### config.mk
export PLATFORM = sky130hd
export DESIGN_NAME = mult_arbiter
export DESIGN_NICKNAME = d
export VERILOG_FILES = /design/src/rtl/mult_arbiter_pkg.sv /design/src/rtl/mult_arbiter_rr_arbiter2.sv /design/src/rtl/mult_arbiter.sv
export SDC_FILE = /design/constraint.sdc
export NUM_CORES = 1
export LEC_CHECK = 0
export CORE_ASPECT_RATIO = 2
export CORE_MARGIN = 2
export CORE_UTILIZATION = 40
export CTS_CLUSTER_SIZE = 20
export DETAILED_ROUTE_END_ITERATION = 7
export GPL_TIMING_DRIVEN = 0
export MAX_ROUTING_LAYER = met4
export PLACE_DENSITY = 0.87
export SETUP_SLACK_MARGIN = 0.1
export SLEW_MARGIN = 20
export SYNTH_ARGS = -nofsm -noshare
export SYNTH_HDL_FRONTEND = slang
export SYNTH_SLANG_ARGS = --single-unit
### constraint.sdc
create_clock -name clock -period 4.6 [get_ports clock]
set_input_delay 0.46 -clock clock [delete_from_list [all_inputs] [get_ports clock]]
set_output_delay 0.46 -clock clock [all_outputs]
set_load 0.005 [all_outputs]
### src/rtl/mult_arbiter_pkg.sv
// Shared encodings and defaults for the multiplier-sharing arbiter.
package mult_arbiter_pkg;

   typedef enum logic [1:0] {
      ST_IDLE = 2'b00,
      ST_LOAD = 2'b01,
      ST_RUN  = 2'b10,
      ST_DONE = 2'b11
   } state_t;

   localparam int WIDTH_DEF   = 32;
   localparam int TIMEOUT_DEF = 40;

endpackage

### src/rtl/mult_arbiter_rr_arbiter2.sv
// Two-way round-robin pick: on a tie the requester not granted last wins.
module rr_arbiter2 (
   input  logic req_0,
   input  logic req_1,
   input  logic last_grant,
   output logic winner,
   output logic valid
);

   always_comb begin
      valid  = req_0 | req_1;
      winner = (req_0 && req_1) ? ~last_grant : req_1;
   end

endmodule

### src/rtl/mult_arbiter.sv
// Sequencer sharing one iterative multiplier between two requesters,
// with round-robin arbitration and a RUN-state watchdog.
module mult_arbiter
   import mult_arbiter_pkg::*;
#(
   parameter int WIDTH   = WIDTH_DEF,
   parameter int TIMEOUT = TIMEOUT_DEF
) (
   input  logic             clock,
   input  logic             reset,
   input  logic             req_0,
   input  logic             req_1,
   input  logic [WIDTH-1:0] multiplicand_0,
   input  logic [WIDTH-1:0] multiplier_0,
   input  logic [WIDTH-1:0] multiplicand_1,
   input  logic [WIDTH-1:0] multiplier_1,
   output logic             grant_0,
   output logic             grant_1,
   output logic             done_0,
   output logic             done_1,
   output logic [WIDTH-1:0] result,
   output logic             overflow,
   output logic             error,
   output logic             busy,
   output logic [WIDTH-1:0] mult_multiplicand,
   output logic [WIDTH-1:0] mult_multiplier,
   output logic             mult_reset,
   input  logic [WIDTH-1:0] mult_result,
   input  logic             mult_overflow,
   input  logic             mult_ready
);

   // state | meaning
   // IDLE  | waiting for a request; arbitrate and latch operands
   // LOAD  | grant pulse, multiplier restart pulse
   // RUN   | waiting for mult_ready, watchdog counting down
   // DONE  | done pulse to owner, result/overflow/error valid

   localparam int WD_W = $clog2(TIMEOUT + 1);
   localparam logic [WD_W-1:0] WD_LOAD = WD_W'(TIMEOUT - 1);

   state_t           state;
   logic             owner;
   logic             last_grant;
   logic [WD_W-1:0]  wd_cnt;
   logic [WIDTH-1:0] op_a;
   logic [WIDTH-1:0] op_b;
   logic             arb_winner;
   logic             arb_valid;
   logic             first_run;

   rr_arbiter2 u_rr (
      .req_0      (req_0),
      .req_1      (req_1),
      .last_grant (last_grant),
      .winner     (arb_winner),
      .valid      (arb_valid)
   );

   assign mult_multiplicand = op_a;
   assign mult_multiplier   = op_b;

   // The counter still holds its load value only in the first RUN cycle,
   // when a ready left over from the previous operation may be visible.
   assign first_run = (wd_cnt == WD_LOAD);

   always_ff @(posedge clock or posedge reset) begin
      if (reset) begin
         state      <= ST_IDLE;
         owner      <= 1'b0;
         last_grant <= 1'b1;
         wd_cnt     <= '0;
         op_a       <= '0;
         op_b       <= '0;
         grant_0    <= 1'b0;
         grant_1    <= 1'b0;
         done_0     <= 1'b0;
         done_1     <= 1'b0;
         mult_reset <= 1'b0;
         result     <= '0;
         overflow   <= 1'b0;
         error      <= 1'b0;
         busy       <= 1'b0;
      end else begin
         grant_0    <= 1'b0;
         grant_1    <= 1'b0;
         done_0     <= 1'b0;
         done_1     <= 1'b0;
         mult_reset <= 1'b0;
         case (state)
            ST_IDLE: begin
               if (arb_valid) begin
                  op_a       <= arb_winner ? multiplicand_1 : multiplicand_0;
                  op_b       <= arb_winner ? multiplier_1   : multiplier_0;
                  owner      <= arb_winner;
                  last_grant <= arb_winner;
                  grant_0    <= ~arb_winner;
                  grant_1    <= arb_winner;
                  mult_reset <= 1'b1;
                  busy       <= 1'b1;
                  state      <= ST_LOAD;
               end
            end
            ST_LOAD: begin
               wd_cnt <= WD_LOAD;
               state  <= ST_RUN;
            end
            ST_RUN: begin
               if (mult_ready && !first_run) begin
                  result   <= mult_result;
                  overflow <= mult_overflow;
                  error    <= 1'b0;
                  done_0   <= ~owner;
                  done_1   <= owner;
                  state    <= ST_DONE;
               end else if (wd_cnt == '0) begin
                  result   <= '0;
                  overflow <= 1'b0;
                  error    <= 1'b1;
                  done_0   <= ~owner;
                  done_1   <= owner;
                  state    <= ST_DONE;
               end else begin
                  wd_cnt <= wd_cnt - WD_W'(1);
               end
            end
            ST_DONE: begin
               busy  <= 1'b0;
               state <= ST_IDLE;
            end
            default: begin
               busy  <= 1'b0;
               state <= ST_IDLE;
            end
         endcase
      end
   end

endmodule
==> results by group <==
Setup path
  – Reg2reg setup slack: 2260 ps
  – Crit path max-delay family: simple AND/OR/NAND/NOR gates
  – Crit end category: register
  – Worst reg2reg path depth: 7
  – WP data arrival: 2680 ps
  – Crit Path Max Fanout: 10
  – Startpoint types: register
  – Crit Reg-Reg Startpoint: state[0]$_DFFE_PP0P_
  – Critical path's slowest cell: nor2_1
  – Required time worst endpoint: 4940 ps
  – CP max stage delay: 640 ps
  – Worst path cell trace: inv_1 > ha_1 > o21ai_1 > nor2_1 > clkbuf_1 > a32oi_1 > nand2_1
  – Worst Setup Path Type: reg2reg
  – Reg-to-reg endpoint: mult_multiplicand[24]$_DFFE_PP0P_
  – Critical path origin: state[0]$_DFFE_PP0P_
  – Stages on worst setup path: 7
  – WP buf/inv: 2
  – Worst setup endpoint: mult_multiplicand[24]$_DFFE_PP0P_

Floorplan
  – Core Area: 12500 sq um
  – Die H: 163 microns
  – Starting Density: 40.7%
  – Row cnt: 58
  – Die W: 83.7 microns
  – Die area: 13700 sq um
  – # IOs: 270

Clock network
  – Clock-pin slew on the worst setup and hold paths: 50 ps
  – Setup bufs post-CTS: 0
  – Hold buffer count at cts: 0
  – H-tree depth: 4
  – CTS Buffer Depth: 2
  – CTS resizes: 0
  – Clock tree sinks: 114
  – Root buffer cell: clkbuf_16
  – Total clock buffers created by CTS: 17
  – Clk_lat worst skew: 410 ps
  – CTS tree: yes

Power and ir drop
  – VDD IR max: 0.335 mV
  – Pleak: 3.87 nW
  – Comb power frac: 41.5%
  – Switch Pwr: 1.74 mW
  – Reg power frac: 33.5%
  – PD cells: 607 nW/um^2
  – Pint: 3.48 mW
  – Sw Share: 33.3%
  – Clock share of power: 25.0%

Timing
  – Tcrit/Tclk final: 50.8%
  – Least-Margin Pin Slew: 753 ps
  – RSZ-0062 raised after global routing: no
  – Setup TNS: 0 ps
  – Worst clock skew: 10.4 ps
  – Relative slew slack: 49.8%
  – Endpoints failing setup: 0
  – Final period demand of the worst path: 2340 ps
  – Max Slew Vio Count: 0
  – Final hold vios: 0
  – Fmax: 428 MHz

Synthesis
  – Synth Net Count: 680
  – Synthesized instance count: 506
  – Ys Warns: 0
  – Register area share after synthesis: 56.2%
  – Yosys reg bits: 114
  – Avg Cell Area, Syn: 10.0 sq um
  – Mapped cell area: 5080 sq um
  – Synth cell types: 38

Placed design
  – IO Port Bufs: 269
  – DP Cell Count: 926
  – Global placement routability congestion: 0.896
  – Final HPWL DP: 13100 microns

Cells and area
  – Commonest non-fill, non-tap cell in the layout: clkdlybuf4s50_1
  – Fin nets: 969
  – Layout Cells excl Fill: 959
  – Share of cells above drive strength 1: 6.06%
  – Commonest non-fill, non-tap cells in the layout: clkdlybuf4s50_1 (269), dfrtp_1 (113), nand2_1 (86), o21ai_0 (81), mux2i_1 (47)
  – Register area: 2850 sq um
  – Utilization after layout: 68.8%
  – Fillcell total: 920
  – Synth-to-Final Area Change: 69.1%
  – Multi-input gate area: 1920 sq um

GRT
  – Total GRT Usage: 25.5%
  – Grt ovf: 0
  – Vias in the first global route: 5302
  – First-pass GRT wire length: 26400 microns
  – Largest net degree at the start of global routing: 81
  – Initial antenna violation count: 1

Detailed routing
  – TritonRoute pass-1 iters: 5
  – Vias per inst: 5.18
  – DR WL/cell: 17.5 microns
  – Residual DRC: 0
  – Detailed Route Iter0 Violations: 191
  – Routed WL: 16800 microns
  – Routed vias: 4970
  – Antenna-violating nets left: 0

Status
  – Status: complete, no violations

Min path
  – Hold Path Class: in2async

Run
  – Max-Cap Viols: 0
power by group through the flow:
stage	Combinational, mW	Sequential (mW)	Clock, mW
detailed placement	2.18	1.75	0
global placement	2.08	1.72	0
CTS	2.19	1.75	1.32
global route	2.38	1.80	1.37
floorplan	0.829	1.75	0
finish	2.17	1.75	1.30
registers in the layout, indices dropped and copies added (netlist names), 2 cells and up:
name,cells
mult_multiplicand,32
mult_multiplier,32
wd_cnt,6
result,32
state,2
per-stage QoR:
step	power [mW]	cell area [sq um]	setup slack, ps	hold slack (ps)
4_1_cts	5.26	8590	2190	439
2_1_floorplan	2.58	5080	1130	415
3_5_place_dp	3.93	7990	1890	451
3_3_place_gp	3.80	7960	-285	443
5_1_grt	5.56	8590	1970	466
6_report	5.22	8590	2260	435
worst register-to-register path: cells and delay by family (launching register included):
family                   cells  cell delay (ps)
AND/OR/NAND/NOR              2              770
buffers and inverters        2              560
flip-flops                   1              400
AO/OA/AOI/OAI                2              320
adder cells (fa/ha/maj)      1              220
synthesized netlist by cell type:
master | n | area (sq um)
dfrtp_1 | 113 | 2830
nand2_1 | 86 | 323
o21ai_0 | 81 | 405
mux2i_1 | 47 | 470
inv_1 | 41 | 154
nand3_1 | 36 | 180
clkbuf_1 | 25 | 93.8
a32oi_1 | 17 | 149
ha_1 | 8 | 100
nor2_1 | 7 | 26.3
a21oi_1 | 6 | 30.0
buf_2 | 4 | 20.0
buf_4 | 4 | 30.0
nand4b_1 | 3 | 26.3
a21boi_0 | 2 | 15.0
a22oi_1 | 2 | 15.0
a31oi_1 | 2 | 12.5
or2_2 | 2 | 12.5
a21boi_1 | 1 | 7.51
a21o_1 | 1 | 7.51
a2bb2oi_1 | 1 | 8.76
a41oi_1 | 1 | 8.76
and2_1 | 1 | 6.26
buf_1 | 1 | 3.75
dfstp_2 | 1 | 26.3
mux2_4 | 1 | 15.0
nor2b_1 | 1 | 6.26
nor3_1 | 1 | 5.00
nor4b_1 | 1 | 8.76
o211ai_2 | 1 | 12.5
o21a_1 | 1 | 7.51
o21ai_1 | 1 | 5.00
o21ai_2 | 1 | 8.76
o21ai_4 | 1 | 16.3
o221ai_1 | 1 | 8.76
o22ai_1 | 1 | 6.26
or4b_1 | 1 | 10.0
xor2_1 | 1 | 8.76
per-layer routing:
metal  global-route usage (%)  vias to the layer above  share of wire, %
li1                         -                     2316                 -
met1                     24.6                     2362                34
met2                     46.8                      257                57
met3                     7.38                       35               7.2
met4                     10.6                        0               2.6
met5                        -                        -                 0
area by class of cell:
type / instances / share of cell area, %
Inverter: 41 / 1.85
Clock inverter: 14 / 1.81
Clock buffer: 18 / 5.11
Tap cell: 150 / 2.19
Sequential cell: 114 / 33.2
Antenna cell: 1 / 0.0291
Timing Repair Buffer: 270 / 31.7
Buffer: 34 / 1.72
Multi-Input combinational cell: 317 / 22.4
cell families (layout without fill, tap and decap cells):
family                   Yosys count  in the layout  share of synthesized area, %
AO/OA/AOI/OAI                    121            121                          14.3
XOR/XNOR                           1              1                         0.172
adder cells (fa/ha/maj)            8              8                          1.97
buffers and inverters             75            377                          5.94
flip-flops                       114            114                          56.2
multiplexers                      48             48                          9.56
other                              0              1                             0
AND/OR/NAND/NOR                  139            139                          11.9
worst min-delay path by stage:
stage | endpoint | depth (start not counted) | slack (ps) | startpoint
after global placement | done_0$_DFF_PP0_ | 1 | 440 | owner$_DFFE_PP0P_
after detailed placement | done_0$_DFF_PP0_ | 1 | 450 | owner$_DFFE_PP0P_
after floorplan | done_0$_DFF_PP0_ | 1 | 420 | owner$_DFFE_PP0P_
after global routing | result[0]$_DFFE_PP0P_ | 2 | 470 | reset
after CTS | mult_multiplier[20]$_DFFE_PP0P_ | 2 | 440 | reset
final | result[0]$_DFFE_PP0P_ | 2 | 430 | reset
Note: power is estimated with default switching activity, not from simulation.
